==> config.mk <==
export PLATFORM = sky130hd
export DESIGN_NAME = alu_op_sequencer
export DESIGN_NICKNAME = d
export VERILOG_FILES = /design/src/rtl/alu_op_sequencer.sv
export SDC_FILE = /design/constraint.sdc
export NUM_CORES = 1
export LEC_CHECK = 0
export CAP_MARGIN = 20
export CORE_MARGIN = 10
export CORE_UTILIZATION = 43
export CTS_CLUSTER_SIZE = 25
export DETAILED_ROUTE_END_ITERATION = 12
export GPL_TIMING_DRIVEN = 0
export PLACE_DENSITY = 0.76
export SYNTH_ARGS = -nofsm -noshare
export SYNTH_HDL_FRONTEND = slang
export SYNTH_SLANG_ARGS = --single-unit
==> constraint.sdc <==
create_clock -name clk -period 1.9 [get_ports clk]
set_input_delay 0.285 -clock clk [delete_from_list [all_inputs] [get_ports clk]]
set_output_delay 0.285 -clock clk [all_outputs]
set_load 0.01 [all_outputs]
==> src/rtl/alu_op_sequencer.sv <==
// alu_op_sequencer: initiator side of the logic_unit ALUOp/flag interface.
// Accepts a decoded opcode/funct on start, drives ALUOp for the issue, shift
// and sample cycles, then reports result_we/branch_taken/ovf_exception with
// a one-cycle done pulse.
// Optional feature: define ALU_SEQ_ILLEGAL_EN to flag unlisted encodings via
// the illegal output. When it is undefined, those encodings run as PASS_A.
module alu_op_sequencer #(
    parameter int unsigned SHIFT_CYCLES = 2,
    parameter bit          OVF_TRAP     = 1'b1
) (
    input  logic       clk,
    input  logic       reset,
    input  logic       start,
    input  logic [5:0] opcode,
    input  logic [5:0] funct,
    input  logic       ZERO,
    input  logic       OVERFLOW,
    input  logic       Update_UC,
    output logic [3:0] ALUOp,
    output logic       busy,
    output logic       done,
    output logic       result_we,
    output logic       branch_taken,
    output logic       ovf_exception,
    output logic       illegal
);

    localparam logic [3:0] OP_PASS_A = 4'h0;
    localparam logic [3:0] OP_ADD    = 4'h1;
    localparam logic [3:0] OP_SUB    = 4'h2;
    localparam logic [3:0] OP_AND    = 4'h3;
    localparam logic [3:0] OP_SLT    = 4'h4;
    localparam logic [3:0] OP_SLL    = 4'h5;
    localparam logic [3:0] OP_SRL    = 4'h6;
    localparam logic [3:0] OP_SRA    = 4'h7;
    localparam logic [3:0] OP_SLLV   = 4'h8;
    localparam logic [3:0] OP_SRAV   = 4'h9;
    localparam logic [3:0] OP_BEQ    = 4'hA;
    localparam logic [3:0] OP_BNE    = 4'hB;
    localparam logic [3:0] OP_BLE    = 4'hC;
    localparam logic [3:0] OP_BGT    = 4'hD;

    // SHIFT state lasts SHIFT_CYCLES-1 cycles; counter runs 0 .. SHIFT_CYCLES-2.
    localparam int unsigned      CNT_W    = (SHIFT_CYCLES > 2) ? $clog2(SHIFT_CYCLES) : 1;
    localparam logic [CNT_W-1:0] CNT_LAST = CNT_W'(SHIFT_CYCLES - 2);

    typedef enum logic [2:0] {
        S_IDLE,
        S_ISSUE,
        S_SHIFT,
        S_SAMPLE,
        S_DONE
    } state_t;

    state_t           state;
    logic [CNT_W-1:0] cnt;
    logic             checked_q;
    logic             ill_q;

    logic [3:0] dec_code;
    logic       dec_checked;
    logic       dec_valid;
    logic       is_shift;
    logic       is_branch;
    logic       ovf_now;

    // ZERO is part of the logic_unit interface; the branch decision arrives
    // already resolved on Update_UC, so ZERO is not needed here.
    logic unused_inputs;
`ifdef ALU_SEQ_ILLEGAL_EN
    assign unused_inputs = ZERO;
`else
    assign unused_inputs = ZERO ^ dec_valid;
`endif

    // Decode opcode/funct into an ALUOp code, overflow-check flag and validity
    always_comb begin
        dec_code    = OP_PASS_A;
        dec_checked = 1'b0;
        dec_valid   = 1'b1;
        if (opcode == 6'h00) begin
            case (funct)
                6'h20: begin dec_code = OP_ADD; dec_checked = 1'b1; end
                6'h21: dec_code = OP_ADD;
                6'h22: begin dec_code = OP_SUB; dec_checked = 1'b1; end
                6'h23: dec_code = OP_SUB;
                6'h24: dec_code = OP_AND;
                6'h2A: dec_code = OP_SLT;
                6'h00: dec_code = OP_SLL;
                6'h02: dec_code = OP_SRL;
                6'h03: dec_code = OP_SRA;
                6'h04: dec_code = OP_SLLV;
                6'h07: dec_code = OP_SRAV;
                default: dec_valid = 1'b0;
            endcase
        end else begin
            case (opcode)
                6'h08: begin dec_code = OP_ADD; dec_checked = 1'b1; end
                6'h09: dec_code = OP_ADD;
                6'h0C: dec_code = OP_AND;
                6'h0A: dec_code = OP_SLT;
                6'h04: dec_code = OP_BEQ;
                6'h05: dec_code = OP_BNE;
                6'h06: dec_code = OP_BLE;
                6'h07: dec_code = OP_BGT;
                6'h20, 6'h21, 6'h23,
                6'h28, 6'h29, 6'h2B: dec_code = OP_ADD;
                default: dec_valid = 1'b0;
            endcase
        end
    end

    // Classify the operation currently held on ALUOp
    always_comb begin
        is_shift  = (ALUOp >= OP_SLL) && (ALUOp <= OP_SRAV);
        is_branch = (ALUOp >= OP_BEQ) && (ALUOp <= OP_BGT);
        ovf_now   = OVF_TRAP && checked_q && OVERFLOW && !ill_q;
    end

    // Sequencer FSM with registered ALUOp, status and result outputs
    always_ff @(posedge clk) begin
        if (!reset) begin
            state         <= S_IDLE;
            cnt           <= '0;
            checked_q     <= 1'b0;
            ill_q         <= 1'b0;
            ALUOp         <= OP_PASS_A;
            busy          <= 1'b0;
            done          <= 1'b0;
            result_we     <= 1'b0;
            branch_taken  <= 1'b0;
            ovf_exception <= 1'b0;
            illegal       <= 1'b0;
        end else begin
            done          <= 1'b0;
            result_we     <= 1'b0;
            branch_taken  <= 1'b0;
            ovf_exception <= 1'b0;
            illegal       <= 1'b0;
            case (state)
                S_IDLE: begin
                    if (start) begin
                        state     <= S_ISSUE;
                        busy      <= 1'b1;
                        checked_q <= dec_checked;
                        ALUOp     <= dec_code;
`ifdef ALU_SEQ_ILLEGAL_EN
                        ill_q     <= !dec_valid;
`else
                        ill_q     <= 1'b0;
`endif
                    end
                end
                S_ISSUE: begin
                    cnt <= '0;
                    if (is_shift && (SHIFT_CYCLES > 1)) begin
                        state <= S_SHIFT;
                    end else begin
                        state <= S_SAMPLE;
                    end
                end
                S_SHIFT: begin
                    if (cnt == CNT_LAST) begin
                        state <= S_SAMPLE;
                    end else begin
                        cnt <= cnt + 1'b1;
                    end
                end
                S_SAMPLE: begin
                    state         <= S_DONE;
                    done          <= 1'b1;
                    ALUOp         <= OP_PASS_A;
                    ovf_exception <= ovf_now;
                    branch_taken  <= is_branch && Update_UC && !ill_q;
                    result_we     <= !is_branch && !ovf_now && !ill_q;
                    illegal       <= ill_q;
                end
                S_DONE: begin
                    state <= S_IDLE;
                    busy  <= 1'b0;
                end
                default: begin
                    state <= S_IDLE;
                    busy  <= 1'b0;
                    ALUOp <= OP_PASS_A;
                end
            endcase
        end
    end

endmodule

* Word level (Yosys, flattened, before mapping)
Index checks and enable logic that the tools add are counted.
** Storage, ports and cells
- Input port bits :: 18
- Bits in registers :: 14
- Word-level logic and storage cells :: 85
** Operators by class
- Add/subtract/negate cells :: 1
- Reductions and logical operators :: 22
- Equal/unequal tests :: 30
- Multiplexer cells :: 17
- Bitwise operators :: 2
- Magnitude comparators :: 4
** Operators with widths (count)
- $eq A6 B6 Y1 const B :: 12
- $eq A6 B3 Y1 const B :: 6
- $pmux W4 S9 :: 1
- $pmux W4 S7 :: 1
- $eq A6 B4 Y1 const B :: 4
- $eq A6 B2 Y1 const B :: 2
- $logic_not A6 Y1 :: 2
- $pmux W3 S4 :: 1
- $reduce_and A2 Y1 :: 5
- $le A4 B4 Y1 const B :: 2
- $mux W4 :: 2
- $pmux W4 S2 :: 1
- $reduce_or A8 Y1 :: 1
- $mux W1 :: 7
- $eq A3 B2 Y1 const B :: 2
- $mux W3 :: 2
- $reduce_or A2 Y1 :: 3
- $reduce_or A3 Y1 :: 2
- $logic_and A1 B1 Y1 :: 5
- $ge A4 B3 Y1 const B :: 1
- $ge A4 B4 Y1 const B :: 1
- $ne A2 B2 Y1 const B :: 2
- $pmux W1 S2 :: 2
- $eq A3 B1 Y1 const B :: 1
- 6 further kinds :: 8

* Longest topological paths before layout
- Word-level depth :: 6
- Depth in mapped cells :: 5

* Least setup slack after synthesis
OpenSTA, ideal clock, no wires.
- Path kind :: reg-to-reg
- Start :: reg state[1]
- End :: reg ALUOp[1]
- Cell stages (with the launch flop) :: 4
- Path buffers :: 0
- Data required time :: 1.783 ns
- Setup slack :: 0.508 ns
- Data arrival time :: 1.276 ns
- Period minus slack after synthesis :: 1.392 ns
- Cell sequence :: dfxtp_1 -> or4b_4 -> and4_4 -> a22o_1
** Between the ends
- Cells in the longest elaborated chain, start to end :: 4
- Elaborated cells on any way between the ends :: 9
- Classes of those cells :: 4 x eq/ne; 1 x mux; 1 x bitwise; 3 x reduce/logical
** Ends and longest elaborated chain
- from (decl) :: RTL line 55 : state_t state;
- from (signal assigned) :: RTL line 123 : state <= S_IDLE;
- from (signal assigned) :: RTL line 143 : state <= S_ISSUE;
- from (signal assigned) :: RTL line 157 : state <= S_SHIFT;
- $eq A3 B2 Y1, or another cell as far along :: RTL line 140 : case (state)
- $reduce_or A3 Y1 (no line)
- $not A1 Y1 (no line)
- $reduce_and A2 Y1 (no line)
- to (signal assigned) :: RTL line 146 : ALUOp <= dec_code;
- to (decl) :: RTL line 19 : output logic [3:0] ALUOp,
Parallel ways exist; a longest one is shown, timed or not.
A chain may end at the register's enable or synchronous reset.

* Worst setup path in the final report
- Start :: in opcode[5]
- End :: reg ALUOp[2]
** Between the ends
- Cells in the longest elaborated chain, start to end :: 6
- Elaborated cells on any way between the ends :: 20
- Classes of those cells :: 14 x eq/ne; 4 x mux; 2 x reduce/logical
** Ends and longest elaborated chain
- from (decl) :: RTL line 14 : input logic [5:0] opcode,
- $eq A6 B6 Y1 / $eq A6 B4 Y1 (equally long branches) :: RTL line 97 : case (opcode)
- $reduce_or A8 Y1 (no line)
- $pmux W4 S7 :: RTL line 97
- $mux W4 * :: RTL line 81 : if (opcode == 6'h00) begin
- $mux W4 * :: RTL line 142 : if (start) begin
- $pmux W4 S2 * :: RTL line 140
Every way passes the cells marked *; elsewhere a longest branch is shown, timed or not. The select of a mux whose other input is x is not followed.

==> metrics.cfg <==
[synthesis]
ys_seq_area_frac = 0.333
syn_nets = 106
synth.distinct_cells = 41
syn_inst = 88
synth.avg_cell_area_sq_um = 8.89
async_flop_share = 0
syn-cell-area_sq_um = 782
synth_edf_count = 0
ys_warn_count = 0
synth_flop_cell = dfxtp_1
synth_seq_cells = 13

[pwr]
ir_drop_uv = 257
cellLeakagePower_uw = 0.000370
p_per_area_nw_per_um2 = 608

[finish]
final_cell_mix = clkdlybuf4s50_1 (22), dfxtp_1 (13), nor2_1 (10), nand2_1 (7), a21oi_1 (5)
final_common_cell = clkdlybuf4s50_1
antenna_cells = 0
layout-drive-gt1-share = 0.140
layout.cells.non_filler = 139
area_growth_pct = 35.5
final_nets = 133

[route]
wl_met2_um = 844
vias = 728
drt-total-wl_um = 1870
drc_errors = 0
wl_met1_um = 884
drt_iter0_drc = 17
ant_nets = 0
detailedRoute.firstPassIterationCount = 5
met3_length_um = 104
highest_layer = met4
viasPerCell = 5.24
routedWlPerCell_um = 13.4

[worst_setup_path]
cp.required_ns = 2.06
crit_path_cell_trace = clkdlybuf4s50_1, or3_4, nor4_4, o31ai_1, a32o_1
r2r-start = state[1]$_SDFFE_PN0P_
worstSetupEndpointType = flop
critPathLaunch = opcode[5]
crit_type = primary input to flop
critPathMaxStageDelay_ns = 0.46
crit_fanout = 4
arrival_ns = 1.81
setup.worst_path.start_class = primary input
critPathSlowestCell = clkdlybuf4s50_1

[cts]
clock-root-buffer = clkbuf_4
cts-resized-gates = 0
cts_sinks = 13
clk_latency_ns = 0.27
cts_buffers = 3
clk_pin_slew_ns = 0.08
holdBufCountCts = 0
postCtsSetupRepairBufs = 0
cts_max_level = 1
cts_tree = yes
clk_path_buf_depth = 2

[floorplan]
die-area_sq_um = 3920
ios = 28
die_w_um = 62.6
initial_utilization = 0.453
placement_rows = 15
core_area_sq_um = 1730
die_y_um = 62.6

[timing]
rsz0062_at_grt = false
finalHoldViolCount = 0
timing.hold.ws_ns = 0.455
drv_slew = 0
clock_skew_ns = 0.00762
min_period_ns = 1.65
fmax_mhz = 607
setup_viol = 0
setup_tns_ns = 0
finalCritPeriodShare = 0.867

[min_path]
min_path_type = primary input to flop
hold_start = opcode[3]

[placed_design]
place.gp.congestion = 0.835
dp.cells = 135
io_buffers = 22
post-dp-hpwl_um = 1540

[global_routing]
antenna_found_initial = 0
grt_max_degree = 10
overflow = 0
grt_pass1_vias = 714
grt_pass1_wl_um = 3070
grt_usage = 0.0931

[outcome]
status = complete, no violations

[flow_run]
drv_cap = 0

## power breakdown
group	internal, uW	switching [uW]
Clock	81.3	85.1
Sequential	290	21.0
Combinational	92.6	74.0
## cell usage after synthesis, types with 2 or more instances
library cell / n / area (sq um)
nor2_1: 10 / 37.5
o21ai_0: 2 / 10.0
a32o_1: 2 / 20.0
nor3b_1: 3 / 22.5
o21ai_1: 2 / 10.0
nor2b_1: 3 / 18.8
nor3_1: 2 / 10.0
nand2b_1: 3 / 18.8
or4b_4: 2 / 27.5
o31ai_1: 3 / 22.5
buf_2: 2 / 10.0
a21oi_1: 5 / 25.0
nand2_1: 7 / 26.3
xnor2_1: 3 / 26.3
dfxtp_1: 13 / 260
## per-layer routing
metal | vias to the layer above | track usage
met5 | - | 0
met4 | 0 | 0.0503
met3 | 4 | 0.0197
met2 | 25 | 0.156
met1 | 319 | 0.107
li1 | 380 | -
## kinds of logic (layout without fill, tap and decap cells)
| family | after synthesis | in the layout | synth area share |
|---|---|---|---|
| DFF | 13 | 13 | 0.333 |
| and+or+nand+nor | 41 | 41 | 0.365 |
| other | 1 | 1 | 0.00480 |
| AOI/OAI and AO/OA | 24 | 24 | 0.219 |
| buffers and inverters | 5 | 31 | 0.0336 |
| xor gates and xnor gates | 4 | 4 | 0.0448 |
## worst max-delay path, delay by kind of cell
kind / cells / cell delay, ns
simple gates: 2 / 0.67
buf+inv: 1 / 0.46
compound gates: 2 / 0.39
## final timing paths
kind	end	slack (ns)	cells after the start
worst min register to register	checked_q$_SDFFE_PN0P_	0.48	2
worst min-delay path	checked_q$_SDFFE_PN0P_	0.46	3
worst max-delay path	ALUOp[2]$_SDFFE_PN0P_	0.25	5
worst max register to register	ALUOp[1]$_SDFFE_PN0P_	0.41	3
## stage by stage
| stage | setup slack [ns] | utilization | area [sq um] | total power, uW |
|---|---|---|---|---|
| 2_1_floorplan | 0.508 | - | 782 | 410 |
| 3_3_place_gp | -0.0266 | 0.599 | 1030 | 480 |
| 3_5_place_dp | -0.0306 | 0.599 | 1030 | 483 |
| 4_1_cts | 0.256 | 0.614 | 1060 | 647 |
| 5_1_grt | 0.190 | 0.614 | 1060 | 682 |
| 6_report | 0.254 | 0.614 | 1060 | 644 |
## cell type report
class,count,area [sq um]
plain buffers,4,22.5
clock buffers,4,26.3
fillers,175,667
inverters,1,3.75
multi-input cells,70,495
flip-flops and latches,13,260
well taps,25,31.3
repair buffers,22,220
## registers in the layout, summed over array words and instances, names as in the netlist
register and flops:
ALUOp 4, ovf_exception 1, result_we 1, branch_taken 1
state 3, checked_q 1, done 1, busy 1
Note: power is estimated with default switching activity, not from simulation.
==> patch, RTL diff (config.mk and constraints unchanged) <==
The option `ALU_SEQ_ILLEGAL_EN` is turned on by a define.
--- a/src/rtl/alu_op_sequencer.sv
+++ b/src/rtl/alu_op_sequencer.sv
@@ -5,4 +5,6 @@
 // Optional feature: define ALU_SEQ_ILLEGAL_EN to flag unlisted encodings via
 // the illegal output. When it is undefined, those encodings run as PASS_A.
+`define ALU_SEQ_ILLEGAL_EN
+
 module alu_op_sequencer #(
     parameter int unsigned SHIFT_CYCLES = 2,
Check against the original RTL: not equivalent (a bounded check fails within 4 cycles, from zero or initial values and one cycle with reset low).
==> patch against the original RTL <==
  * Final area up 11%
  * Fmax is 8.0% lower
  * Worst setup slack lost 0.14 ns
  * Total power rose by 16%
  * Highest routed layer unchanged
  * Clock power is 8% higher
  * Wire length increased by 14%
  * Sequential cell count rose by 2
  * Critical path depth unchanged
  * Synthesized area up 15%
==> patch: results (changes against the original RTL) <==
- Outcome: finished, final reports clean
- Initial antenna violation count: 0 (unchanged)
- Relative slew margins: 72.0%
- Via density: 5.42 (+3.5%)
- Post-synth top cells: nor2_1 (18), dfxtp_1 (15), clkbuf_1 (8), nand2_1 (8), a21oi_1 (6)
- GRT Util Overall: 9.90% (+0.59 points)
- Worst IR drop on VDD: 0.000342 V (+33%)
- HP Class: input pin to register
- First-pass GRT wire length: 3490 µm (+14%)
- Hold WS: 0.413 ns (-0.0427 ns)
- Final wirelength: 2140 µm (+14%)
- Htree depth: 1 (unchanged)
- Final GP Congestion: 0.881 (+5.5%)
- Sequential-to-total area share from yosys stat: 33.3% (about the same)
- Critical path arrival: 2.03 ns (+0.22 ns)
- Top_reg_cell synth: dfxtp_1
- DRT iter0 DRCs: 24 (+7)
- Vias in the first global route: 832 (+17%)
- Pre-antenna DRT Iters: 4 (-1)
- Nets: 160 (+20%)
- R2R Setup Slk: 0.11 ns (-0.30 ns)
- Most area-consuming cells after synthesis: dfxtp_1 (33%), nor2_1 (7.5%), a32o_1 (4.4%), a21oi_1 (3.3%), clkbuf_1 (3.3%)
- Clock transition at path regs: 0.08 ns (about the same)
- Layout cells sized above 1: 4.26% (-9.8 points)
- Final Skew: 0.00479 ns (-0.00283 ns)
- Synth cell types: 39 (-4.9%)
- Port bufs: 21 (-4.5%)
- EDFF count, synth: 0 (unchanged)
- Static leakage power: 0.000431 µW (+16%)
- Setup bufs post-CTS: 0 (unchanged)
- Final HPWL from detailed placement: 1750 µm (+14%)
- Crit path max fanout: 7 (+3)
- Largest net degree at the start of global routing: 11 (+1)
- Synthesized net count: 134 (+26%)
- Largest registers: ALUOp x4, state x3
- Share of async-settable or async-resettable flops after synthesis: 0% (unchanged)
- Clk_lat worst skew: 0.28 ns
patch: worst paths after layout:
check / startpoint / to / depth (start not counted)
max: state[1] / checked_q / 5
min reg2reg: busy / busy / 2
min: opcode[4] / ill_q / 3
max reg2reg: state[1] / checked_q / 5
patch: layout make-up:
| class | instances | area (µm²) |
|---|---|---|
| fillers | 186 | 808 |
| multi-input cells | 91 | 563 |
| flip-flops and latches | 15 | 300 |
| repair buffers | 21 | 211 |
| plain buffers | 9 | 35.0 |
| well taps | 27 | 33.8 |
| clock buffers | 4 | 26.3 |
| inverters | 1 | 3.75 |
patch: worst max-delay path, stage by stage (launching register included):
cell	delay, ns
dfxtp_1	0.30
clkbuf_1	0.17
or4b_2	0.65
clkbuf_1	0.18
nor4_1	0.30
o21a_1	0.14
patch: layer usage:
layer | track usage [%] | vias to the layer above | part of all wire [%]
met5 | 0 | - | 0
met4 | 4.01 | 0 | 1.2
met3 | 3.22 | 3 | 6.5
met2 | 15.5 | 20 | 43
met1 | 12.2 | 412 | 49
li1 | - | 476 | -
patch: report_power, final:
part	switching, µW	internal, µW
sequential	14.8	339
combinational	114	103
clock	97.3	81.6
patch: logic make-up (layout without fill, tap and decap cells):
| family | Yosys count | in the layout | share of synthesized area [%] |
|---|---|---|---|
| and+or+nand+nor | 54 | 54 | 32.0 |
| AOI/OAI and AO/OA | 31 | 31 | 24.3 |
| DFF | 15 | 15 | 33.3 |
| muxes | 1 | 1 | 1.11 |
| buffers and inverters | 10 | 35 | 4.30 |
| xor gates and xnor gates | 4 | 4 | 3.88 |
| adders and majority gates | 1 | 1 | 1.11 |
patch: what timing repair did:
item,CTS,global route
setup endpoints to repair,3,1
hold endpoints to repair,0,0
resized for setup,1,1
patch: through the flow:
step                      TNS (ns)  worst slack (ns)  cells  cell area (µm²)
after floorplan                  0             0.189    116              902
after global placement       -1.60            -0.363    164             1150
after detailed placement     -1.69            -0.380    164             1150
after CTS                        0            0.0153    168             1170
after global routing             0            0.0209    168             1170
final                            0             0.110    168             1170
